===== config.mk =====
export PLATFORM = sky130hd
export DESIGN_NAME = arb_mux_n
export DESIGN_NICKNAME = d
export VERILOG_FILES = /design/src/rtl/arb_mux_n.sv
export SDC_FILE = /design/constraint.sdc
export NUM_CORES = 1
export LEC_CHECK = 0
export ABC_AREA = 0
export CAP_MARGIN = 20
export CORE_AREA = 4 4 89 91
export DETAILED_ROUTE_END_ITERATION = 7
export DIE_AREA = 0 0 93 95
export GPL_TIMING_DRIVEN = 0
export PLACE_DENSITY_LB_ADDON = 0.3
export SETUP_SLACK_MARGIN = 0.5
export SYNTH_ARGS = -nofsm -noshare
export SYNTH_HDL_FRONTEND = slang
export SYNTH_SLANG_ARGS = --single-unit
export TNS_END_PERCENT = 20

===== constraint.sdc =====
create_clock -name clk -period 2 [get_ports clk]
set_clock_uncertainty 0.15 [all_clocks]
set_input_delay 0.4 -clock clk [delete_from_list [all_inputs] [get_ports clk]]
set_output_delay 0.4 -clock clk [all_outputs]
set_load 0.02 [all_outputs]

===== src/rtl/arb_mux_n.sv =====
// -----------------------------------------------------------------------------
// arb_mux_n
//
// N-to-1 arbitrating multiplexer with a single-entry registered output stage.
// Each cycle one requesting channel is granted, either by fixed priority
// (lowest index wins, MODE=0) or by round-robin (MODE=1). The granted word is
// accepted when the output register is empty or is being drained in the same
// cycle. That gives one word per cycle with no bubble.
//
// Parameters
//   WIDTH     data width per channel (1..64)
//   CHANNELS  number of input channels (2..16)
//   MODE      0 = fixed priority, 1 = round-robin
//
// Ports
//   clk        clock, rising edge
//   rst        asynchronous active-high reset
//   in_data    channel i word at [i*WIDTH +: WIDTH]
//   in_valid   channel i presents a word
//   in_ready   channel i word accepted this cycle (one-hot or zero)
//   out_data   registered selected word
//   out_valid  out_data holds an unconsumed word
//   out_ready  downstream accepts out_data
//   out_chan   index of the channel that supplied out_data
// -----------------------------------------------------------------------------
module arb_mux_n #(
    parameter  int WIDTH    = 32,
    parameter  int CHANNELS = 4,
    parameter  int MODE     = 0,
    localparam int CW       = (CHANNELS > 1) ? $clog2(CHANNELS) : 1
) (
    input  logic                      clk,
    input  logic                      rst,
    input  logic [CHANNELS*WIDTH-1:0] in_data,
    input  logic [CHANNELS-1:0]       in_valid,
    output logic [CHANNELS-1:0]       in_ready,
    output logic [WIDTH-1:0]          out_data,
    output logic                      out_valid,
    input  logic                      out_ready,
    output logic [CW-1:0]             out_chan
);

    // Output register and round-robin pointer.
    logic [WIDTH-1:0] out_data_q,  out_data_d;
    logic [CW-1:0]    out_chan_q,  out_chan_d;
    logic             out_valid_q, out_valid_d;
    logic [CW-1:0]    ptr_q,       ptr_d;

    // Arbitration results.
    logic             can_load;
    logic             transfer;
    logic             grant_valid;
    logic [CW-1:0]    grant_idx;
    logic [CW-1:0]    base;
    logic [CW:0]      scan_idx;
    logic [WIDTH-1:0] sel_data;

    // Fixed priority is round-robin with the starting point pinned at 0.
    assign base = (MODE == 1) ? ptr_q : '0;

    // The output register can take a new word when it is empty or its
    // current word leaves this cycle.
    assign can_load = ~out_valid_q | out_ready;

    // Gating with rst keeps in_ready low while reset is held. In that state
    // the registers cannot capture anything, so no word may be reported as
    // accepted.
    assign transfer = grant_valid & can_load & ~rst;

    // Scan the channels starting at base and wrap modulo CHANNELS. The first
    // channel found with in_valid set is granted. Only in_valid and the
    // pointer feed the grant, so in_ready never depends on in_data.
    always_comb begin
        // NOTE: every signal written in a combinational block gets a default
        // first. A path that leaves one unassigned would infer a latch.
        grant_valid = 1'b0;
        grant_idx   = '0;
        scan_idx    = '0;
        for (int k = 0; k < CHANNELS; k++) begin
            scan_idx = {1'b0, base} + (CW+1)'(k);
            if (scan_idx >= (CW+1)'(CHANNELS)) begin
                scan_idx = scan_idx - (CW+1)'(CHANNELS);
            end
            if (!grant_valid && in_valid[scan_idx[CW-1:0]]) begin
                grant_valid = 1'b1;
                grant_idx   = scan_idx[CW-1:0];
            end
        end
    end

    always_comb begin
        in_ready = '0;
        if (transfer) begin
            in_ready[grant_idx] = 1'b1;
        end
    end

    // Data select uses constant part-selects. Only the granted channel can
    // reach the output register, so unknown data on other channels cannot
    // propagate.
    always_comb begin
        sel_data = '0;
        for (int i = 0; i < CHANNELS; i++) begin
            if (grant_idx == CW'(i)) begin
                sel_data = in_data[i*WIDTH +: WIDTH];
            end
        end
    end

    always_comb begin
        out_data_d  = out_data_q;
        out_chan_d  = out_chan_q;
        ptr_d       = ptr_q;
        // A word stays valid until it is drained. A load in the same cycle
        // refills the register, which keeps full throughput.
        out_valid_d = transfer | (out_valid_q & ~out_ready);

        if (transfer) begin
            out_data_d = sel_data;
            out_chan_d = grant_idx;
            // The pointer moves only on an actual transfer, so a stalled or
            // withdrawn request leaves the rotation where it was.
            if (MODE == 1) begin
                if (grant_idx == CW'(CHANNELS - 1)) begin
                    ptr_d = '0;
                end else begin
                    ptr_d = grant_idx + 1'b1;
                end
            end
        end
    end

    // NOTE: the data register is reset along with the control flops so that
    // out_data reads zero during and right after reset instead of a stale
    // word.
    always_ff @(posedge clk or posedge rst) begin
        if (rst) begin
            out_data_q  <= '0;
            out_chan_q  <= '0;
            out_valid_q <= 1'b0;
            ptr_q       <= '0;
        end else begin
            // NOTE: sequential state uses non-blocking assignments, so every
            // flop samples the values from before this edge.
            out_data_q  <= out_data_d;
            out_chan_q  <= out_chan_d;
            out_valid_q <= out_valid_d;
            ptr_q       <= ptr_d;
        end
    end

    assign out_data  = out_data_q;
    assign out_chan  = out_chan_q;
    assign out_valid = out_valid_q;

endmodule


Yosys cells after proc, flatten, opt, wreduce, memory -nomap -nowiden
Cells that the tools add are included.
{"block": "totals", "ff_bits": 35, "input_bits": 135, "word_cells": 38}
{"block": "classes", "n_lt_le_gt_ge": 2, "eq_ne": 3, "mux": 14, "bitwise_logic": 8, "reduce_logical": 8}
{"operator": "$mux W32", "n": 4}
{"operator": "$mux W1", "n": 6}
{"operator": "$eq A2 B2 Y1 const B", "n": 2}
{"operator": "$logic_and A1 B1 Y1", "n": 4}
{"operator": "$mux W2", "n": 2}
{"operator": "$mux W4", "n": 1}
{"operator": "$and A1 B1 Y1", "n": 3}
{"operator": "$logic_not A1 Y1", "n": 3}
{"operator": "$lt A2 B3 Y1 const B", "n": 1}
{"operator": "$not A1 Y1", "n": 3}
{"operator": "$demux W1 S2", "n": 1}
{"operator": "$eq A2 B1 Y1 const B", "n": 1}
{"operator": "$ge A2 B1 Y1 const B", "n": 1}
{"operator": "$logic_not A2 Y1", "n": 1}
{"operator": "$or A1 B1 Y1", "n": 2}

Depth between registers and ports, before layout
Gate-level depths: netlist of run 1.
{"block": "depth", "depth_word": 15, "depth_mapped": 7, "ltp_nobuf": 4}

Least setup slack after synthesis of run 1
OpenSTA, ideal clock, no wires.
{"block": "synth_path", "kind": "register to output", "from": "register out_valid_q, in the netlist out_valid", "to": "output port in_ready[2]", "t_arrival_ns": 1.568, "path_slack_ns": -0.118, "stages_incl_launch_ff": 6, "cell_sequence": "dfrtp_1 -> nor2b_1 -> or3_1 -> buf_2 -> buf_2 -> nor2_1"}
{"block": "synth_via", "elab_chain_len": 5}
{"item": "from (decl)", "line_no": "46", "rtl": "logic out_valid_q, out_valid_d;"}
{"item": "from (signal assigned)", "line_no": "147", "rtl": "out_valid_q <= out_valid_d;"}
{"item": "$not A1 Y1", "line_no": "63", "rtl": "assign can_load = ~out_valid_q | out_ready;"}
{"item": "$or A1 B1 Y1", "line_no": "63"}
{"item": "$and A1 B1 Y1 (2 in series)", "line_no": "68", "rtl": "assign transfer = grant_valid & can_load & ~rst;"}
{"item": "$mux W4", "line_no": "93", "rtl": "if (transfer) begin"}
{"item": "to (decl)", "line_no": "36", "rtl": "output logic [CHANNELS-1:0] in_ready,"}
No other way between the ends.

Final worst setup path of run 1
{"block": "layout_path", "from": "input port rst", "to": "output port in_ready[2]"}
{"block": "layout_via", "elab_chain_len": 3}
{"item": "from (decl)", "line_no": "33", "rtl": "input logic rst,"}
{"item": "$not A1 Y1", "line_no": "68"}
{"item": "$and A1 B1 Y1", "line_no": "68"}
{"item": "$mux W4", "line_no": "93"}
No other way between the ends.

==> results by group, run 1 <==
Outcome
  • Status: complete, but fails checks
  • Failing checks: negative setup slack

Global route
  • Grt ovf: 0
  • Largest net degree at the start of global routing: 36
  • Number of global-route vias before repair: about 3600
  • Initial antenna violation count: 0
  • First-pass GRT wire length: around 18 mm
  • Gr usage total: 0.2576

Min path
  • HP Class: reg2reg
  • Hold Startpoint: out_data[19]

Placement
  • PortBufs: ~170
  • Cells after DPL: between 500 and 600
  • Gpl congestion: around 0.84
  • Detail Placement HPWL: slightly above 8 mm

Floorplanning
  • Chip Height: between 90 and 100 um
  • Starting Density: 0.3496
  • Num rows: 31
  • Die Footprint: 0.008835 sq mm
  • Core Footprint: 0.007137 sq mm
  • I/O pins: about 170
  • Die X: about 93 um

Worst setup path
  • Crit. End Element: output port
  • Top cell by count, worst path: buf_6
  • Critical path data arrival time: around 1.6 ns
  • Reg2reg start: out_valid
  • Crit path cell chain: dlygate4sd2_1 -> or3_4 -> buf_6 -> buf_8 -> nor2_4 -> buf_6
  • CP startpoint: rst
  • Critical setup path kind: in2out
  • Critical path's slowest cell: or3_4
  • Buf/Inv on CP: 4
  • CP max stage delay: roughly 0.42 ns
  • Worst-path fanout max: 6
  • Worst Path Required: about 1.5 ns
  • Crit start category: input port
  • CP delay by family, top: buffers and inverters

Logic synthesis
  • Mapped Cells: 312
  • Post-Synthesis Cell Area: about 0.0025 sq mm
  • Synth cell types: 25
  • Yosys top cell area share: 0.3511
  • Net Count, Synth: approximately 450
  • Sequential-to-total area share from yosys stat: 0.3511
  • Syn Area/Cell: 7.996 sq um
  • Largest cells by area after synthesis: dfrtp_1, a221oi_1, o311ai_1, nand2b_1, a21oi_1
  • Synth Register Bits: 35
  • Synth area leader: dfrtp_1
  • YS warnings: 0

STA
  • Worst-Margin Slew: approximately 0.82 ns
  • Final setup viols: 3
  • Final min period: 2.141 ns
  • Setup tns final: -0.1890 ns
  • Setup ws final: -0.1412 ns
  • Endpoints failing hold: 0
  • Max frequency: 467.0 MHz
  • RSZ-0062 raised after global routing: yes
  • Slew HR: 0.4515
  • Final period utilization: 1.071
  • Fin. max-slew vios: 0

Cells and area
  • Layout Utilization: 0.7272
  • Ant diodes: 0
  • Share of cells above drive strength 1: 0.3249
  • Final std cells w/o fill: between 600 and 700
  • Most frequent cells in the layout: clkdlybuf4s50_1, buf_2, dfrtp_1
  • Final #Nets: 648
  • Commonest non-fill, non-tap cell in the layout: clkdlybuf4s50_1
  • Area Overhead vs Synth: 108.0%

Route
  • Initial DRC count: about 130
  • Routed Antenna Nets: 0
  • Post-route DRC violation count: 0
  • DR vias: roughly 3500
  • Routed WL per cell: around 20 um
  • First drt pass iteration count: 5
  • Vias/cell: between 5 and 6
  • Total wire length: 12.31 mm

Power and ir drop
  • Tot Pwr: roughly 2.8 mW
  • Power Density: around 540 mW/mm^2
  • Pleak: around 2.0 nW
  • Maximum vdd drop: approximately 0.00035 V

Clock tree
  • Clock sink count: 35
  • Clk_lat worst skew: 0.29 ns
  • CTS H-tree lvls: 2
  • Root Buffer: clkbuf_8
  • Cts bufs inserted: 5
  • Clk slew on worst S/H paths: ~0.07 ns
  • CTS max path bufs: 2
  • CTS tree: yes

Job
  • Max cap viols: 0
[metal layers]
metal,track usage,wire length [um]
met1,0.3046,4793
met2,0.4691,6374
met3,0.06135,959
met4,0.06349,186
met5,0,0
[repair_timing]
| action | in CTS | in global routing |
|---|---|---|
| setup endpoints to repair | 74 | 67 |
| resized for setup | 220 | 77 |
| hold buffers | 0 | 0 |
| pin swaps | 28 | 20 |
| gates cloned | 2 | 0 |
| setup buffers | 16 | 4 |
[state kept, by name, summed over array words and instances (netlist names)]
name,cells
out_chan,2
out_valid,1
out_data,32
[area by class of cell]
| type | instances | area, sq um |
|---|---|---|
| repair buffers | 194 | 1844 |
| fillers | 585 | 1947 |
| clock buffers | 8 | 100.1 |
| multi-input cells | 242 | 1984 |
| flip-flops and latches | 35 | 877.1 |
| inverters | 1 | 3.754 |
| plain buffers | 34 | 256.5 |
| well taps | 99 | 123.9 |
[tightest hold or removal path, stage by stage (launching register included)]
cell      delay, ns
dfrtp_1        0.35
nand2_1        0.05
o311ai_1       0.07
[logic make-up (layout without fill, tap and decap cells)]
group / count (synthesis) / in the layout / synth area share
simple gates: 142 / 142 / 0.2828
compound gates: 100 / 100 / 0.3024
flops: 35 / 35 / 0.3511
buf+inv: 35 / 237 / 0.06369
[per-stage QoR]
step | cell area, sq um | hold slack (ns) | setup WS, ns
5_1_grt | 5190 | 0.3711 | -0.1844
3_3_place_gp | 4395 | 0.3198 | -1.307
2_1_floorplan | 2550 | 0.3461 | 0.1247
6_report | 5190 | 0.3519 | -0.1412
4_1_cts | 5016 | 0.3396 | -0.1229
3_5_place_dp | 4395 | 0.3278 | -1.257
[final timing paths]
| check | slack [ns] | depth (start not counted) | endpoint |
|---|---|---|---|
| setup / recovery | -0.14 | 6 | in_ready[2] |
| setup reg to reg | 0.11 | 11 | out_data[25] |
| max in group asynchronous | 0.73 | 2 | out_valid |
| hold / removal | 0.35 | 2 | out_data[19] |
| hold reg to reg | 0.35 | 2 | out_data[19] |
| min in group asynchronous | 0.41 | 2 | out_data[9] |
[cells in the mapped netlist]
cell type and count:
dfrtp_1 35, nor2_1 35, nand2_1 33, nand2b_1 33
a21oi_1 32, a221oi_1 32, nand3_1 32, o311ai_1 31
buf_2 18, clkbuf_1 11, and2_1 3, buf_1 3
nor2b_1 2, buf_4 1, clkbuf_2 1, inv_1 1
nor3_2 1, nor4_2 1, nor4b_4 1, o21bai_1 1
o22a_1 1, o311ai_0 1, o31ai_1 1, o32a_1 1
or3_1 1
[where the power goes]
group,switching (mW),internal [mW]
combinational,0.652,0.672
clock,0.270,0.315
sequential,0.0696,0.831
total,0.992,1.82
Note: power is estimated with default switching activity, not from simulation.
==> run 2: changes to the inputs <==
--- a/config.mk
+++ b/config.mk
@@ -7,10 +7,11 @@
 export LEC_CHECK = 0
 export ABC_AREA = 0
 export CAP_MARGIN = 20
-export CORE_AREA = 4 4 89 91
+export CORE_AREA = 4 4 93 86
 export DETAILED_ROUTE_END_ITERATION = 7
-export DIE_AREA = 0 0 93 95
+export DIE_AREA = 0 0 97 90
 export GPL_TIMING_DRIVEN = 0
+export HOLD_SLACK_MARGIN = 0.03
 export PLACE_DENSITY_LB_ADDON = 0.3
 export SETUP_SLACK_MARGIN = 0.5
 export SYNTH_ARGS = -nofsm -noshare
==> run 2 against run 1 <==
Power is 0.92% higher. Utilization is 1.7 points higher. The run still ends with negative setup slack left. Sequential share of layout area is 0.061 points lower. Sequential power is 0.6% lower. Final area is 0.36% higher. Critical endpoint unchanged.
==> results by group, run 2 (same netlist as run 1, synthesis figures left out) <==
Outcome
  • Status: complete, but fails checks
  • Failing checks: negative setup slack

Route
  • Met2 wire length: 6.260 mm (-1.8%)
  • Initial DRC count: 209 (+65%)
  • Met1 Wirelength: 4.724 mm (-1.4%)
  • DR vias: 3501 (+0.43%)
  • First drt pass iteration count: 5 (unchanged)
  • Post-route DRC violation count: 0 (unchanged)
  • Total wire length: 12.45 mm (+1.1%)
  • Routed Antenna Nets: 0 (unchanged)
  • Met3 Wirelength: 1.270 mm (+32%)
  • Routed WL per cell: 20.50 um (+2.1%)
  • DR top layer: met4
  • Vias/cell: 5.768 (+1.4%)

Worst setup path
  • Worst Path Required: 1.45 ns (about the same)
  • Worst reg-to-reg setup slack: 0.20 ns (+0.09 ns)
  • Crit. End Element: output port
  • RR Endpoint: out_data[18]
  • Worst-path fanout max: 6 (unchanged)
  • Reg2reg start: out_valid
  • Critical setup path kind: in2out
  • Critical path data arrival time: 1.61 ns (+0.02 ns)
  • CP startpoint: rst
  • Worst r2r path cells: 9 (-2)
  • Crit start category: input port

Global route
  • Grt ovf: 0 (unchanged)
  • Largest net degree at the start of global routing: 36 (unchanged)
  • First-pass GRT wire length: 19.19 mm (+6.5%)
  • Number of global-route vias before repair: 3683 (+1.9%)
  • Initial antenna violation count: 0 (unchanged)
  • Gr usage total: 0.2709 (+0.01328)

Floorplanning
  • I/O pins: 174 (unchanged)
  • Die X: 97 um (+4.3%)
  • Core Footprint: 0.007003 sq mm (-1.9%)
  • Chip Height: 90 um (-5.3%)
  • Die Footprint: 0.008730 sq mm (-1.2%)
  • Starting Density: 0.3563 (+0.006683)
  • Num rows: 29 (-6.5%)

Min path
  • Hold path endpoint: out_data[26]
  • Hold Startpoint: out_data[26]
  • Hold depth: 2 (unchanged)
  • HP Class: reg2reg

STA
  • Final setup viols: 3 (unchanged)
  • Worst-Margin Slew: 0.8131 ns (-0.008378 ns)
  • Endpoints failing hold: 0 (unchanged)
  • Hold WS: 0.3461 ns (-0.005785 ns)
  • Fin. max-slew vios: 0 (unchanged)
  • Final min period: 2.162 ns (+0.02091 ns)
  • Setup ws final: -0.1622 ns (-0.02091 ns)
  • RSZ-0062 raised after global routing: yes
  • Max frequency: 462.5 MHz (-0.97%)
  • Slew HR: 0.4571 (+0.005594)
  • Setup tns final: -0.3073 ns (-0.1183 ns)
  • Final period utilization: 1.081 (+0.01046)

Placement
  • Detail Placement HPWL: 8.029 mm (-0.51%)
  • Gpl congestion: 0.8760 (+4.4%)
  • Area after DPL: 0.004388 sq mm (-0.17%)
  • PortBufs: 172 (unchanged)

Clock tree
  • Hold-fix buffers, CTS: 0 (unchanged)
  • Clock sink count: 35 (unchanged)
  • Cts bufs inserted: 5 (unchanged)
  • CTS max path bufs: 2 (unchanged)
  • Clk slew on worst S/H paths: 0.07 ns (about the same)
  • CTS tree: yes
  • Root Buffer: clkbuf_8
  • CTS H-tree lvls: 2 (unchanged)
  • Clk_lat worst skew: 0.30 ns (about the same)

Cells and area
  • Number of flip-flops under the largest register name: 32 (unchanged)
  • Final #Nets: 648 (unchanged)
  • Fill cell total of the finished layout: 517 (-12%)
  • Design area: 0.005209 sq mm (+0.36%)
  • Commonest non-fill, non-tap cell in the layout: clkdlybuf4s50_1
  • Ant diodes: 0 (unchanged)
  • Share of cells above drive strength 1: 0.3346 (+0.009728)
  • Layout Utilization: 0.7438 (+0.01658)
  • Most frequent cells in the layout: clkdlybuf4s50_1, dfrtp_1, nor2_1
  • Area Overhead vs Synth: 108.8%

Power and ir drop
  • Tot Pwr: 2.836 mW (+0.92%)
  • Power Density: 544.5 mW/mm^2 (+0.56%)
  • Maximum vdd drop: 0.0003751 V (+8.0%)
  • Pleak: 2.027 nW (+0.87%)

Job
  • Max cap viols: 0 (unchanged)
==> run 2: critical path, cell delays in order <==
cell           delay [ns]
dlygate4sd2_1        0.34
or3_4                0.43
buf_6                0.13
buf_6                0.12
nor2_4               0.07
buf_6                0.11
==> run 2: routing by layer <==
layer / up-vias / track usage
met2: 202 / 0.4741
met4: 0 / 0.08538
met3: 17 / 0.06966
li1: 1593 / -
met1: 1689 / 0.3236
met5: - / 0
==> run 2: worst max-delay path by stage <==
| stage | slack (ns) | to |
|---|---|---|
| floorplan | 0.12 | in_ready[2] |
| global placement | -1.28 | in_ready[3] |
| detailed placement | -1.25 | in_ready[3] |
| CTS | -0.16 | in_ready[2] |
| global route | -0.20 | in_ready[2] |
| finish | -0.16 | in_ready[2] |
==> run 2: metrics by stage <==
| step | setup slack (ns) | instances |
|---|---|---|
| global placement | -1.278 | 577 |
| CTS | -0.1582 | 601 |
| floorplan | 0.1247 | 312 |
| finish | -0.1622 | 607 |
| detailed placement | -1.250 | 577 |
| global route | -0.2012 | 607 |
==> run 2: timing repair <==
item / 4_1_cts / 5_1_grt
endpoints found under the setup margin: 74 / 66
gates cloned: 3 / 1
setup buffers: 13 / 5
pin swaps: 5 / 11
gates resized for setup: 245 / 66
hold endpoints to repair: 0 / 0
==> run 2: power breakdown <==
group | internal (mW) | switching [mW]
Combinational | 0.677 | 0.658
Clock | 0.315 | 0.289
Sequential | 0.831 | 0.0651
==> run 2: layout make-up <==
cell class / count / area, sq um / area share
multi-input combinational: 242 / 2001 / 0.3841
timing repair buffer: 194 / 1821 / 0.3495
sequential: 35 / 877.1 / 0.1684
buffer: 34 / 290.3 / 0.05573
tap: 93 / 116.4 / 0.02234
clock buffer: 8 / 100.1 / 0.01922
inverter: 1 / 3.754 / 0.0007206
